===== config.mk =====
export PLATFORM = sky130hd
export DESIGN_NAME = pipe_reg_chain
export DESIGN_NICKNAME = d
export VERILOG_FILES = /design/src/rtl/pipe_reg_chain_pkg.sv /design/src/rtl/pipe_reg_chain_stage.sv /design/src/rtl/pipe_reg_chain.sv
export SDC_FILE = /design/constraint.sdc
export NUM_CORES = 1
export LEC_CHECK = 0
export CAP_MARGIN = 5
export CORE_UTILIZATION = 45
export CTS_BUF_LIST = sky130_fd_sc_hd__clkbuf_16
export CTS_CLUSTER_DIAMETER = 150
export CTS_CLUSTER_SIZE = 40
export DETAILED_ROUTE_END_ITERATION = 16
export PLACE_DENSITY = 0.76
export REMOVE_ABC_BUFFERS = 1
export SLEW_MARGIN = 5
export SYNTH_ARGS = -nofsm -noshare
export SYNTH_HDL_FRONTEND = slang
export SYNTH_SLANG_ARGS = --single-unit

===== constraint.sdc =====
create_clock -name clk -period 4.07 [get_ports clk]
set_input_delay 1.221 -clock clk [delete_from_list [all_inputs] [get_ports clk]]
set_output_delay 1.221 -clock clk [all_outputs]
set_load 0.1 [all_outputs]

===== src/rtl/pipe_reg_chain_pkg.sv =====
// Shared helpers for the pipe_reg_chain register pipeline.
// Holds the occupancy-width function and the parameter legality check.
package pipe_reg_chain_pkg;

    localparam int DEF_WIDTH = 8;
    localparam int DEF_DEPTH = 4;

    function automatic int clog2(input int v);
        int r;
        int x;
        r = 0;
        x = 1;
        while (x < v) begin
            x = x * 2;
            r = r + 1;
        end
        return r;
    endfunction

    function automatic bit params_legal(input int w, input int d);
        return (w >= 1) && (d >= 1);
    endfunction

endpackage


===== src/rtl/pipe_reg_chain_stage.sv =====
// One register stage: a valid bit plus a data word that only
// updates when a valid word is actually moving in.
module pipe_stage
    import pipe_reg_chain_pkg::*;
#(
    parameter int WIDTH      = DEF_WIDTH,
    parameter int RESET_DATA = 1
) (
    input  logic             clk,
    input  logic             rst,
    input  logic             flush,
    input  logic             ld,
    input  logic             src_valid,
    input  logic [WIDTH-1:0] src_data,
    output logic             valid_q,
    output logic [WIDTH-1:0] data_q
);

    logic             valid_d;
    logic [WIDTH-1:0] data_d;

    always_comb begin
        valid_d = valid_q;
        if (flush) begin
            valid_d = 1'b0;
        end else if (ld) begin
            valid_d = src_valid;
        end
    end

    // Data is held on bubbles so the datapath does not toggle.
    always_comb begin
        data_d = data_q;
        if (flush && (RESET_DATA != 0)) begin
            data_d = '0;
        end else if (!flush && ld && src_valid) begin
            data_d = src_data;
        end
    end

    always_ff @(posedge clk) begin
        if (rst) begin
            valid_q <= 1'b0;
        end else begin
            valid_q <= valid_d;
        end
    end

    if (RESET_DATA != 0) begin : g_data_rst
        always_ff @(posedge clk) begin
            if (rst) begin
                data_q <= '0;
            end else begin
                data_q <= data_d;
            end
        end
    end else begin : g_data_norst
        always_ff @(posedge clk) begin
            data_q <= data_d;
        end
    end

endmodule


===== src/rtl/pipe_reg_chain.sv =====
// DEPTH-stage valid/ready register pipeline with bubble collapsing,
// synchronous flush and a registered occupancy count.
module pipe_reg_chain
    import pipe_reg_chain_pkg::*;
#(
    parameter int WIDTH      = DEF_WIDTH,
    parameter int DEPTH      = DEF_DEPTH,
    parameter int RESET_DATA = 1
) (
    input  logic                           clk,
    input  logic                           rst,
    input  logic                           flush,
    input  logic                           in_valid,
    output logic                           in_ready,
    input  logic [WIDTH-1:0]               in_data,
    output logic                           out_valid,
    input  logic                           out_ready,
    output logic [WIDTH-1:0]               out_data,
    output logic [clog2(DEPTH+1)-1:0]      occupancy
);

    localparam int OW = clog2(DEPTH + 1);

    if (!params_legal(WIDTH, DEPTH)) begin : g_illegal
        $fatal(1, "pipe_reg_chain: WIDTH and DEPTH must be >= 1");
    end

    logic [DEPTH-1:0] rdy;
    logic [DEPTH-1:0] stg_valid;
    logic [WIDTH-1:0] stg_data [DEPTH];
    logic             rdy_run;
    logic             in_xfer;
    logic             out_xfer;
    logic [OW-1:0]    occ_q;
    logic [OW-1:0]    occ_d;

    // A stage may load if it is empty or everything after it moves.
    always_comb begin
        rdy     = '0;
        rdy_run = out_ready;
        for (int k = DEPTH - 1; k >= 0; k--) begin
            rdy_run = !stg_valid[k] | rdy_run;
            rdy[k]  = rdy_run;
        end
    end

    for (genvar k = 0; k < DEPTH; k++) begin : g_stage
        logic             sv;
        logic [WIDTH-1:0] sd;

        if (k == 0) begin : g_head
            assign sv = in_valid;
            assign sd = in_data;
        end else begin : g_body
            assign sv = stg_valid[k-1];
            assign sd = stg_data[k-1];
        end

        pipe_stage #(
            .WIDTH      (WIDTH),
            .RESET_DATA (RESET_DATA)
        ) u_stage (
            .clk       (clk),
            .rst       (rst),
            .flush     (flush),
            .ld        (rdy[k]),
            .src_valid (sv),
            .src_data  (sd),
            .valid_q   (stg_valid[k]),
            .data_q    (stg_data[k])
        );
    end

    assign in_ready  = rdy[0] & !flush;
    assign out_valid = stg_valid[DEPTH-1];
    assign out_data  = stg_data[DEPTH-1];

    assign in_xfer  = in_valid & in_ready;
    assign out_xfer = out_valid & out_ready;

    always_comb begin
        occ_d = occ_q;
        if (flush) begin
            occ_d = '0;
        end else if (in_xfer && !out_xfer) begin
            occ_d = occ_q + OW'(1);
        end else if (!in_xfer && out_xfer) begin
            occ_d = occ_q - OW'(1);
        end
    end

    always_ff @(posedge clk) begin
        if (rst) begin
            occ_q <= '0;
        end else begin
            occ_q <= occ_d;
        end
    end

    assign occupancy = occ_q;

endmodule

==> key figures <==
Outcome
  • Status: complete, no violations

Synthesis
  • Mapped cell area: 1540 sq um
  • Cells after Synth: 178
  • Adder-Cell Fraction of Synth Area: 2.12%
  • Sequential share of the synthesized area: 50.8%
  • Post-synth ARST share: 0%
  • Simple-Gate Fraction of Synth Area: 17.3%
  • Flops & latches, synth: 39
  • Post-synth EDFFs: 0
  • Syn_area_per_cell: 8.63 sq um
  • Top_reg_cell synth: dfxtp_1
  • Post-Synth XOR/XNOR Area: 1.14%
  • Top cells by area, synth: dfxtp_1 (51%), a21oi_1 (10%), o21ai_0 (8.1%), nand3_1 (7.8%), mux2i_1 (5.9%)
  • Yosys top cell area share: 50.8%
  • Main combinational cell family by area after synthesis: compound AO/OA/AOI/OAI gates
  • Total number of yosys warnings: 0
  • Yosys top cell by area: dfxtp_1
  • Synth cell types: 22
  • Mux cell area share after synthesis: 5.86%
  • Post-synthesis compound-gate area fraction: 18.2%

Finish
  • # diodes: 0
  • Final non-filler cell total: 244
  • Nets: 215
  • Final core occ: 61.7%
  • Share of cells above drive strength 1: 5.00%
  • Area Overhead vs Synth: 26.6%
  • Finished Cell Area: 1950 sq um

Global routing
  • First-pass GRT wire length: 5070 um
  • GRT Util Overall: 19.1%
  • Vias in the first global route: 1175
  • Largest net degree at the start of global routing: 32
  • GR Overflow Total: 0
  • Initial antenna violation count: 0

Min path
  • Worst Hold Class: reg2reg

Floorplan
  • Die width: 60.4 um
  • DIE AREA: 3650 sq um
  • Initial Util: 48.7%
  • Die height: 60.4 um
  • IO Pins: 26
  • # rows: 20
  • Core Box Area: 3150 sq um

Placement
  • Area after DPL: 1810 sq um
  • Cells after DPL: 237
  • IO Port Bufs: 25
  • DP HPWL: 2100 um
  • GP Congestion: 0.735
  • Post-Place Worst Slack: 371 ps

Critical path
  • Crit path capture: in_ready
  • Largest fanout on the critical path: 7
  • Worst reg2reg path depth: 9
  • Reg-to-reg critical path endpoint: occupancy[2]$_SDFFE_PP0P_
  • Crit path DAT: 2490 ps
  • Worst EP required: 2850 ps
  • WP depth: 4
  • CP startpoint kind: input pin
  • Crit-path cells: clkdlybuf4s50_1 > and4b_1 > a21oi_1 > buf_12
  • R2r setup slk: 1630 ps
  • CP Class: in2out
  • Critical path endpoint category: output port
  • Slowest stage delay, CP: 540 ps
  • Crit path max-delay family: buffers and inverters
  • WP buf/inv: 2
  • Worst Setup SP: out_ready
  • CP max-delay cell: clkdlybuf4s50_1
  • Reg2reg start: g_stage[2].u_stage.valid_q$_SDFFE_PP0P_

Power and ir drop
  • Max VDD drop: 0.223 mV
  • Total power: 0.800 mW
  • Power share of the combinational group: 6.6%
  • Pleak: 0.646 nW
  • Cell-internal power: 0.628 mW
  • Flop pwr share: 48.7%
  • Clock network power share: 44.7%
  • Switch Pwr: 0.172 mW
  • PwrDens: 411 nW/um^2
  • Sw Share: 21.5%

Timing
  • Final Slew Violations: 0
  • Final Setup Violations: 0
  • Hold Fails Final Rpt: 0
  • RSZ-0062 raised after global routing: no
  • F_max: 270 MHz
  • Skew final: 5.21 ps
  • Hold WS: 459 ps
  • Fin crit share: 91.1%
  • Final setup margin: 360 ps
  • Worst slew pin tran: 971 ps
  • Worst slew margin: 35.1%
  • Final min period: 3710 ps
  • Setup_tns: 0 ps

Flow run
  • Maxcap violations: 0

Route
  • Router iterations before antenna repair: 4
  • Routed WL per cell: 12.0 um
  • Number of DRC markers in iteration 0: 50
  • Drt drc: 0
  • DR vias: 1266
  • Drt via density: 5.19
  • Antenna Nets Post-Route: 0
  • Total wire length: 2940 um

Clock network
  • # hold bufs at CTS: 0
  • Sink Count: 39
  • Worst-path clk slew: 50 ps
  • Skew-Pair Late Insertion Delay: 280 ps
  • Post-CTS Setup Bufs: 0
  • CTS Buffer Depth: 2
  • CTS tree: done
  • Cts repair resizes: 0
  • CTS buffer count: 5
  • Root Driver: clkbuf_16
  • CTS HTree Levels: 2
power by group through the flow:
| stage | sequential (mW) | combinational [mW] | clock (mW) |
|---|---|---|---|
| after floorplan | 0.405 | 0.0232 | 0 |
| after global placement | 0.398 | 0.0512 | 0 |
| after detailed placement | 0.398 | 0.0528 | 0 |
| after CTS | 0.390 | 0.0534 | 0.364 |
| after global routing | 0.390 | 0.0567 | 0.387 |
| final | 0.390 | 0.0529 | 0.358 |
cells by family (layout without fill, tap and decap cells):
kind of cell             Yosys count  count (layout)
AO/OA/AOI/OAI                     56              56
adder cells (fa/ha/maj)            2               2
AND/OR/NAND/NOR                   54              54
flip-flops                        39              39
multiplexers                       9               9
XOR/XNOR                           2               2
buffers and inverters             16              38
worst min-delay path by stage:
stage / start / end / slack [ps] / cells past startpoint
2_1_floorplan: g_stage[0].u_stage.data_q[0]$_SDFFE_PP0P_ / g_stage[0].u_stage.data_q[0]$_SDFFE_PP0P_ / 430 / 2
3_3_place_gp: g_stage[0].u_stage.data_q[2]$_SDFFE_PP0P_ / g_stage[0].u_stage.data_q[2]$_SDFFE_PP0P_ / 450 / 2
3_5_place_dp: g_stage[1].u_stage.data_q[3]$_SDFFE_PP0P_ / g_stage[2].u_stage.data_q[3]$_SDFFE_PP0P_ / 450 / 2
4_1_cts: g_stage[1].u_stage.data_q[3]$_SDFFE_PP0P_ / g_stage[2].u_stage.data_q[3]$_SDFFE_PP0P_ / 460 / 2
5_1_grt: g_stage[2].u_stage.data_q[3]$_SDFFE_PP0P_ / g_stage[3].u_stage.data_q[3]$_SDFFE_PP0P_ / 480 / 2
6_report: g_stage[0].u_stage.data_q[3]$_SDFFE_PP0P_ / g_stage[0].u_stage.data_q[3]$_SDFFE_PP0P_ / 460 / 2
per-layer routing:
metal  global-route usage (%)  vias up  share of wire, %
met2                     32.0       31                51
met3                     7.68        7               4.5
met1                     21.8      568                43
met4                     7.79        0               1.8
li1                         -      660                 -
met5                        0        -                 0
tightest hold or removal path: stages, from the launching register on:
cell and delay, ps:
dfxtp_1 310, nand2_1 50, mux2i_1 50
sequential cells by signal, summed over array words and instances (netlist names):
name,flops
g_stage.u_stage.valid_q,4
g_stage.u_stage.data_q,32
occupancy,3
cell usage in the layout, fill, tap and decap left out:
cell type	n
xor2_1	2
and3b_1	1
nand3b_1	1
nand2b_1	2
clkinv_1	1
dfxtp_1	39
a21oi_1	31
ha_1	1
clkdlybuf4s50_1	24
fa_1	1
buf_4	2
and4b_1	1
inv_1	4
or3_1	1
clkbuf_16	5
nand3_1	24
clkinv_2	1
nand2_1	17
o21ai_0	25
buf_12	1
nor2b_1	1
nand4b_1	1
or2_2	1
mux2i_1	9
nor2_1	4
synth_stat cells (2+ instances only):
master    number
dfxtp_1       39
a21oi_1       31
mux2i_1        9
clkbuf_1       6
nand2_1       17
buf_2          5
inv_1          4
nor2_1         4
nand2b_1       2
o21ai_0       25
xor2_1         2
nand3_1       24
cell type report:
type / instances / area (sq um)
Inverter: 4 / 15.0
Timing Repair Buffer: 27 / 275
Multi-Input combinational cell: 123 / 686
Tap cell: 44 / 55.1
Fill cell: 296 / 1210
Sequential cell: 39 / 781
Clock inverter: 2 / 8.76
Clock buffer: 5 / 125
(Power assumes the default switching activity.)
